File: config.mk
export PLATFORM = sky130hd
export DESIGN_NAME = three_bit_odd_parity_checker_fsm
export DESIGN_NICKNAME = d
export VERILOG_FILES = /design/src/rtl/three_bit_odd_parity_checker_fsm_pkg.sv /design/src/rtl/three_bit_odd_parity_checker_fsm_sat_counter.sv /design/src/rtl/three_bit_odd_parity_checker_fsm.sv
export SDC_FILE = /design/constraint.sdc
export NUM_CORES = 1
export LEC_CHECK = 0
export CORE_MARGIN = 8
export CORE_UTILIZATION = 44
export DETAILED_ROUTE_END_ITERATION = 12
export GPL_TIMING_DRIVEN = 0
export PLACE_DENSITY_LB_ADDON = 0.15
export SYNTH_ARGS = -nofsm -noshare
export SYNTH_HDL_FRONTEND = slang
export SYNTH_HIERARCHICAL = 1
export SYNTH_SLANG_ARGS = --single-unit
File: constraint.sdc
create_clock -name clk -period 1.6 [get_ports clk]
set_input_delay 0.32 -clock clk [delete_from_list [all_inputs] [get_ports clk]]
set_output_delay 0.32 -clock clk [all_outputs]
set_load 0.005 [all_outputs]
File: src/rtl/three_bit_odd_parity_checker_fsm_pkg.sv
// Shared constants for the 3-bit odd parity generator/checker pair.
// ASCII character codes, status codes and the frame-position encoding.
package three_bit_odd_parity_checker_fsm_pkg;

    localparam logic [7:0] CH_0   = 8'h30;
    localparam logic [7:0] CH_1   = 8'h31;
    localparam logic [7:0] CH_SP  = 8'h20;
    localparam logic [7:0] ST_OK  = 8'h4B;
    localparam logic [7:0] ST_ERR = 8'h45;
    localparam logic [7:0] ST_BAD = 8'h58;

    // Frame position; shared so that generator and checker line up.
    typedef enum logic [1:0] {
        S_B2 = 2'd0,
        S_B1 = 2'd1,
        S_B0 = 2'd2,
        S_P  = 2'd3
    } state_t;

    function automatic logic is_legal(input logic [7:0] c);
        return (c == CH_0) || (c == CH_1);
    endfunction

endpackage

File: src/rtl/three_bit_odd_parity_checker_fsm_sat_counter.sv
// Saturating up-counter; holds at all-ones instead of wrapping.
// Ports: clk, reset (async active-low), inc, value[W-1:0].
module sat_counter #(
    parameter int W = 8
) (
    input  logic         clk,
    input  logic         reset,
    input  logic         inc,
    output logic [W-1:0] value
);

    always_ff @(posedge clk or negedge reset) begin
        if (!reset) begin
            value <= '0;
        end else if (inc && (value != '1)) begin
            value <= value + 1'b1;
        end
    end

endmodule

File: src/rtl/three_bit_odd_parity_checker_fsm.sv
// Checks 4-character ASCII frames (3 data bits + odd parity char).
// Ports: clk, reset (async active-low), in_valid, i[7:0] -> o[7:0]
//   status, out_valid pulse, data_out[2:0], frame_cnt, err_cnt.
module three_bit_odd_parity_checker_fsm
    import three_bit_odd_parity_checker_fsm_pkg::*;
#(
    parameter int CNT_W = 8
) (
    input  logic             clk,
    input  logic             reset,
    input  logic             in_valid,
    input  logic [7:0]       i,
    output logic [7:0]       o,
    output logic             out_valid,
    output logic [2:0]       data_out,
    output logic [CNT_W-1:0] frame_cnt,
    output logic [CNT_W-1:0] err_cnt
);

    state_t     state, state_n;
    logic       par, par_n;
    logic [2:0] sr, sr_n;
    logic       bad, bad_n;
    logic [7:0] o_n;
    logic [2:0] d_n;
    logic       ov_n;
    logic       done;
    logic       err;
    logic       legal;
    logic       b;
    logic [7:0] st;

    // Illegal characters contribute 0 to data and parity.
    assign legal = is_legal(i);
    assign b     = (i == CH_1);

    always_ff @(posedge clk or negedge reset) begin
        if (!reset) begin
            state     <= S_B2;
            par       <= 1'b0;
            sr        <= 3'b000;
            bad       <= 1'b0;
            o         <= CH_SP;
            data_out  <= 3'b000;
            out_valid <= 1'b0;
        end else begin
            state     <= state_n;
            par       <= par_n;
            sr        <= sr_n;
            bad       <= bad_n;
            o         <= o_n;
            data_out  <= d_n;
            out_valid <= ov_n;
        end
    end

    always_comb begin
        // X wins over the parity result; overlap is intended.
        priority case (1'b1)
            (bad || !legal): st = ST_BAD;
            (par ^ b):       st = ST_OK;
            default:         st = ST_ERR;
        endcase
    end

    always_comb begin
        state_n = state;
        par_n   = par;
        sr_n    = sr;
        bad_n   = bad;
        o_n     = o;
        d_n     = data_out;
        ov_n    = 1'b0;
        done    = 1'b0;
        err     = 1'b0;
        if (in_valid) begin
            unique case (state)
                S_B2: begin
                    sr_n    = {2'b00, b};
                    par_n   = b;
                    bad_n   = !legal;
                    state_n = S_B1;
                end
                S_B1, S_B0: begin
                    sr_n    = {sr[1:0], b};
                    par_n   = par ^ b;
                    bad_n   = bad | !legal;
                    state_n = (state == S_B1) ? S_B0 : S_P;
                end
                S_P: begin
                    o_n     = st;
                    d_n     = sr;
                    ov_n    = 1'b1;
                    done    = 1'b1;
                    err     = (st != ST_OK);
                    state_n = S_B2;
                end
                default: state_n = S_B2;
            endcase
        end
    end

    sat_counter #(.W(CNT_W)) u_frame_cnt (
        .clk   (clk),
        .reset (reset),
        .inc   (done),
        .value (frame_cnt)
    );

    sat_counter #(.W(CNT_W)) u_err_cnt (
        .clk   (clk),
        .reset (reset),
        .inc   (err),
        .value (err_cnt)
    );

endmodule

**Word-level counts from Yosys, hierarchy flattened**

Cells that the tools add are included.

- Bits in registers: 35
- Output and inout bits: 28
- Bits of input ports: 11
- Logic and storage cells: 42

- Eq/ne operators: 8
- Reductions and logical operators: 10
- Multiplexer cells: 11
- Bitwise gates (word level): 2
- $add $sub $neg: 2

Operators by type and width:

| operator | number |
|---|---|
| $add A8 B1 Y8 const B | 2 |
| $eq A8 B6 Y1 const B | 2 |
| $ne A8 B8 Y1 const B | 2 |
| $mux W8 | 1 |
| $ne A8 B7 Y1 const B | 1 |
| $pmux W2 S3 | 1 |
| $pmux W3 S2 | 1 |
| $mux W1 | 5 |
| $eq A2 B2 Y1 const B | 2 |
| $mux W4 | 1 |
| $pmux W1 S2 | 2 |
| $reduce_and A2 Y1 | 2 |
| $eq A2 B1 Y1 const B | 1 |
| $logic_and A1 B1 Y1 | 2 |
| $logic_not A2 Y1 | 1 |
| $logic_or A1 B1 Y1 | 2 |
| $reduce_bool A2 Y1 | 1 |
| $reduce_or A2 Y1 | 1 |
| $logic_not A1 Y1 | 1 |
| $or A1 B1 Y1 | 1 |
| $xor A1 B1 Y1 | 1 |

**Longest topological paths before layout**

- Depth in word-level cells: 9
- Depth in mapped cells: 7

**By module**

Netlist, hierarchy kept.

By module, submodules not included:

| module | cells each | area each (sq um) | instances |
|---|---|---|---|
| three_bit_odd_parity_checker_fsm | 71 | 845.8 | 1 |
| sat_counter | 34 | 407.9 | 2 |

**Worst setup path before layout**

Ideal clock, no wire load.

- Kind: input -> register
- From: input port i[6]
- To: register u_err_cnt.value[5]
- Buffers on the path: 1
- Stages on the path: 7
- Setup slack: -0.263 ns
- Arrival: 1.738 ns
- Path through: and4bb_1 > and2_0 > buf_6 > a21oi_1 > and4_4 > nand3_2 > mux2_4

- Longest elaborated chain between the ends: 9
- Elaborated cells on any way between the ends: 12
- Classes of those cells: eq/ne (3); mux (4); bitwise (1); reduce/logical (4)

Ends and longest elaborated chain:

| item | line | text |
|---|---|---|
| start, declared | three_bit_odd_parity_checker_fsm.sv:12 | `input logic [7:0] i,` |
| $eq A8 B6 Y1, on equally long branches | three_bit_odd_parity_checker_fsm_pkg.sv:21, three_bit_odd_parity_checker_fsm.sv:35 |  |
| $logic_or A1 B1 Y1 | three_bit_odd_parity_checker_fsm_pkg.sv:21 | `return (c == CH_0) \|\| (c == CH_1);` |
| $logic_not A1 Y1 | three_bit_odd_parity_checker_fsm.sv:60 | `(bad \|\| !legal): st = ST_BAD;` |
| $logic_or A1 B1 Y1 | three_bit_odd_parity_checker_fsm.sv:60 |  |
| $mux W8 * | three_bit_odd_parity_checker_fsm.sv:59 | `priority case (1'b1)` |
| $ne A8 B7 Y1 * | three_bit_odd_parity_checker_fsm.sv:95 | `err = (st != ST_OK);` |
| $mux W1 * | three_bit_odd_parity_checker_fsm.sv:77 | `unique case (state)` |
| $mux W1 * | three_bit_odd_parity_checker_fsm.sv:76 | `if (in_valid) begin` |
| via err | three_bit_odd_parity_checker_fsm.sv:28 | `logic err;` |
| $logic_and A1 B1 Y1 * | three_bit_odd_parity_checker_fsm_sat_counter.sv:15 | `end else if (inc && (value != '1)) begin` |
| end signal, assigned | three_bit_odd_parity_checker_fsm_sat_counter.sv:16 | `value <= value + 1'b1;` |
| end, declared | three_bit_odd_parity_checker_fsm_sat_counter.sv:9 | `output logic [W-1:0] value` |

The timed path passes the listed nets; every way through them passes the cells marked *.
A chain may end at the register's enable or synchronous reset.

**Worst setup path in the final report**

- From: register state[1]
- To: register u_err_cnt.value[5]

- Longest elaborated chain between the ends: 4

Ends and longest elaborated chain:

| item | line | text |
|---|---|---|
| start, declared | three_bit_odd_parity_checker_fsm.sv:20 | `state_t state, state_n;` |
| start signal, assigned | three_bit_odd_parity_checker_fsm.sv:47 | `state <= state_n;` |
| $eq A2 B2 Y1 | three_bit_odd_parity_checker_fsm.sv:77 |  |
| $mux W1 | three_bit_odd_parity_checker_fsm.sv:77 |  |
| $mux W1 | three_bit_odd_parity_checker_fsm.sv:76 |  |
| via err | three_bit_odd_parity_checker_fsm.sv:28 |  |
| $logic_and A1 B1 Y1 | three_bit_odd_parity_checker_fsm_sat_counter.sv:15 |  |

The timed path passes the listed nets, and every way through them passes these cells.

==> parameters.txt <==
Parameter                              Value

CTS
  CTS HTree Levels ... 2
  Clock-pin slew on the worst setup and hold paths ... 0.06 ns
  Maximum clock path buffer count ... 2
  Clock latency of the later-clocked register in the worst-skew pair ... 0.28 ns
  Clock tree from TritonCTS ... done
  # clock sinks ... 34
  Number of buffers created by CTS ... 5
  CTS Root Cell ... sky130_fd_sc_hd__clkbuf_8

Floorplan
  Die footprint ... 5999 um2
  Total number of placement rows ... 22
  I/O pins ... 39
  Standard cell core area ... 3633 um2
  Y dimension of the die ... 77.45 um
  Initial cell density of the core ... 45.73%
  Floorplan die width ... 77.45 um

Placement
  Port Buf Inserts ... 37
  RD Place Congestion ... 0.7533
  Placed Cells incl. Taps ... 224
  Dpl ws ... -0.6480 ns
  DPL Wire Length ... 2514 um

Synth
  Synth async-reset ratio ... 100.0%
  Leading cell type by number of instances after synthesis ... sky130_fd_sc_hd__dfrtp_1
  Largest family of logic cells by synthesized area ... simple AND/OR/NAND/NOR gates
  Mean post-synth cell area ... 11.95 um2
  Synthesized netlist cell count ... 139
  Synth Cell Area ... 1662 um2
  Total of warnings raised by yosys ... 6
  Count of distinct cell types in the synthesized netlist ... 46
  Area share of and/or/nand/nor cells after synthesis ... 16.49%
  Syn Nets ... 155
  Share of the synthesized area in compound gates (AO/OA/AOI/OAI) ... 15.96%
  Yosys reg bits ... 34
  Portion of the post-synthesis area used by sequential elements ... 51.28%
  Synth top area share ... 49.70%
  Arithmetic-cell share of the synthesized area counting full adders, half adders and majority gates ... 3.765%
  EDFF count, synth ... 0
  Multiplexer share of the synthesized area ... 6.928%
  Xor and xnor fraction of the mapped netlist area ... 2.636%
  Ranking of synthesized cells by area ... sky130_fd_sc_hd__dfrtp_1, sky130_fd_sc_hd__ha_1, sky130_fd_sc_hd__mux2_4, sky130_fd_sc_hd__nand2_1, sky130_fd_sc_hd__a41oi_1
  Most frequent cells after synthesis ... sky130_fd_sc_hd__dfrtp_1, sky130_fd_sc_hd__nand2_1, sky130_fd_sc_hd__a21oi_1, sky130_fd_sc_hd__nor2_1
  Top flip-flop cell by instance count after synthesis ... sky130_fd_sc_hd__dfrtp_1
  Library cell with the largest summed area after synthesis ... sky130_fd_sc_hd__dfrtp_1

Routing
  Detailed-route vias per instance ... 5.270
  Remaining antenna violation count ... 0
  Top Metal Used ... met4
  Detailed route wirelength on metal2 ... 1994 um
  Met1 wire length ... 1542 um
  Routed WL ... 3781 um
  Routed len/inst ... 15.00 um
  Met3 WL ... 197 um
  Detailed Route Iter0 Violations ... 43
  TritonRoute pass-1 iters ... 4
  Detailed-route via count ... 1328
  Remaining DRCs ... 0

Worst setup path
  Max stage delay on crit path ... 0.41 ns
  Startpoint of the worst register-to-register path ... state[1]$_DFFE_PN0P_
  Element type at the critical path start ... register
  Endpoint of the most critical register-to-register path ... u_err_cnt/value[5]$_DFFE_PN0P_
  Maximum fanout count along the critical path ... 3
  R2R Setup Slk ... -0.06 ns
  Crit-path cells ... ha_4, nand2_4, buf_8, a21oi_4, and4_4, nand3_2, mux2_4
  Path depth of the worst reg2reg path ... 7
  Worst EP required ... 1.77 ns
  Data arrival time at the worst-slack endpoint ... 1.83 ns
  Critical Path Slowest Stage Cell ... sky130_fd_sc_hd__dfrtp_1
  Critical path start-end classification ... reg -> reg
  Critical Path End Type ... register

GRT
  Global Route Usage Sum ... 12.50%
  Maximum number of pins on one net before global-route repair ... 35
  Total gr overflow ... 0
  Number of global-route vias before repair ... 1356
  First-pass GRT wire length ... 6161 um
  Antenna violations before repair ... 0

Outcome
  Run status ... finished, violations left
  Violated checks ... setup timing

Timing
  Count of final setup violators ... 6
  Final worst path period need ... 1.663 ns
  Final worst-path setup slack ... -0.06254 ns
  Worst Skew ... 0.004322 ns
  Fin. max-slew vios ... 0
  Setup repair after global routing missed its margin ... true
  Post-Route Setup TNS ... -0.1738 ns
  Achievable clock frequency ... 601.5 MHz
  Count of final hold-check violations ... 0
  Worst Tran Pin Value ... 0.7308 ns
  Final period util ... 103.9%
  Max transition margin ... 51.28%

Power and ir drop
  Static leakage power ... 1.035 nW
  Power density cells ... 1311 nW/um2
  Maximum vdd drop ... 0.0008630 V

Cells and area
  Multi-input combinational cell area ... 830.8 um2
  Synthesis-to-finish area growth ... 43.83%
  Post-layout instance count excluding filler cells ... 252
  Antenna fix cells ... 0
  Ratio of cells with drive above 1 in the final layout ... 33.82%
  Number of fill cells ... 302
  Area taken by flip-flops and latches ... 859.6 um2
  Number of nets in the final layout ... 219

Flow run
  Number of max-cap violations ... 0

Worst hold path
  Worst hold-check path type ... in -> async
kinds of logic (layout without fill, tap and decap cells):
kind of cell    count (synthesis)  count (layout)
fa+ha+maj                       5               5
buf+inv                         7              72
simple gates                   45              45
other cells                     1               1
compound gates                 33              33
flops                          34              34
mux                             9               9
xor+xnor                        5               5
sequential cells by signal, indices dropped and copies added (netlist names):
signal and flops:
data_out 3, u_frame_cnt/value 8, state 2, sr 3, par 1, u_err_cnt/value 8, o 7, bad 1
out_valid 1
final cells by class:
class                   instances  area share (%)
plain buffers                   3           1.414
clock buffers                   8           3.351
inverters                       4          0.7853
multi-input cells              98           34.76
flip-flops and latches         34           35.97
well taps                      48           2.513
repair buffers                 57           21.20
worst max-delay path: cells and delay by family (launching register included):
kind,cells,cell delay [ns]
AOI/OAI and AO/OA,1,0.13
adders and majority gates,1,0.17
buffers and inverters,1,0.14
DFF,1,0.41
muxes,1,0.30
and+or+nand+nor,3,0.40
metrics by stage:
| step | hold WS [ns] | power (mW) | utilization (%) | instance area (um2) |
|---|---|---|---|---|
| 2_1_floorplan | 0.02441 | 1.852 | - | 1680 |
| 3_3_place_gp | 0.4677 | 2.304 | 58.09 | 2111 |
| 3_5_place_dp | 0.4251 | 2.348 | 57.95 | 2106 |
| 4_1_cts | 0.1169 | 3.083 | 63.19 | 2296 |
| 5_1_grt | 0.1660 | 3.362 | 65.77 | 2390 |
| 6_report | 0.09264 | 3.132 | 65.77 | 2390 |
power by group:
group,switching [mW],total (mW),internal [mW]
Combinational,0.507,1.23,0.726
Sequential,0.251,1.31,1.06
Clock,0.283,0.591,0.309
metal layers:
layer	vias to the layer above	track usage [%]
met3	5	4.724
met2	31	21.48
met1	648	13.82
li1	644	-
met5	-	0
met4	0	4.340
layout by cell type, fill, tap and decap left out, drive strengths merged, types with 2 or more instances in the layout:
cell type      count
clkbuf             8
buf               24
a311oi             2
a21boi             2
a31oi              5
nand3b             3
mux2               8
a21oi              6
clkdlybuf4s50     26
o211ai             2
and2               2
xnor2              3
nand3              6
nor2               7
and3               2
ha                 5
inv                3
nand2             13
dlygate4sd2       10
xor2               2
dfrtp             33
nor3               4
nand4              2
o21ai              4
and4               2
a41oi              4
o21a               2
worst max path at each step:
stage,end,start,cells past startpoint
4_1_cts,u_err_cnt/value[5]$_DFFE_PN0P_,state[1]$_DFFE_PN0P_,7
2_1_floorplan,u_err_cnt/value[5]$_DFFE_PN0P_,i[6],7
5_1_grt,u_err_cnt/value[5]$_DFFE_PN0P_,state[1]$_DFFE_PN0P_,7
3_5_place_dp,u_err_cnt/value[5]$_DFFE_PN0P_,i[6],8
3_3_place_gp,u_err_cnt/value[5]$_DFFE_PN0P_,i[6],8
6_report,u_err_cnt/value[5]$_DFFE_PN0P_,state[1]$_DFFE_PN0P_,7
timing repair:
item,4_1_cts,5_1_grt
hold buffers,0,0
pin swaps,7,3
gates resized for setup,20,8
setup endpoints to repair,20,19
setup buffers,13,7
(Power assumes the default switching activity.)
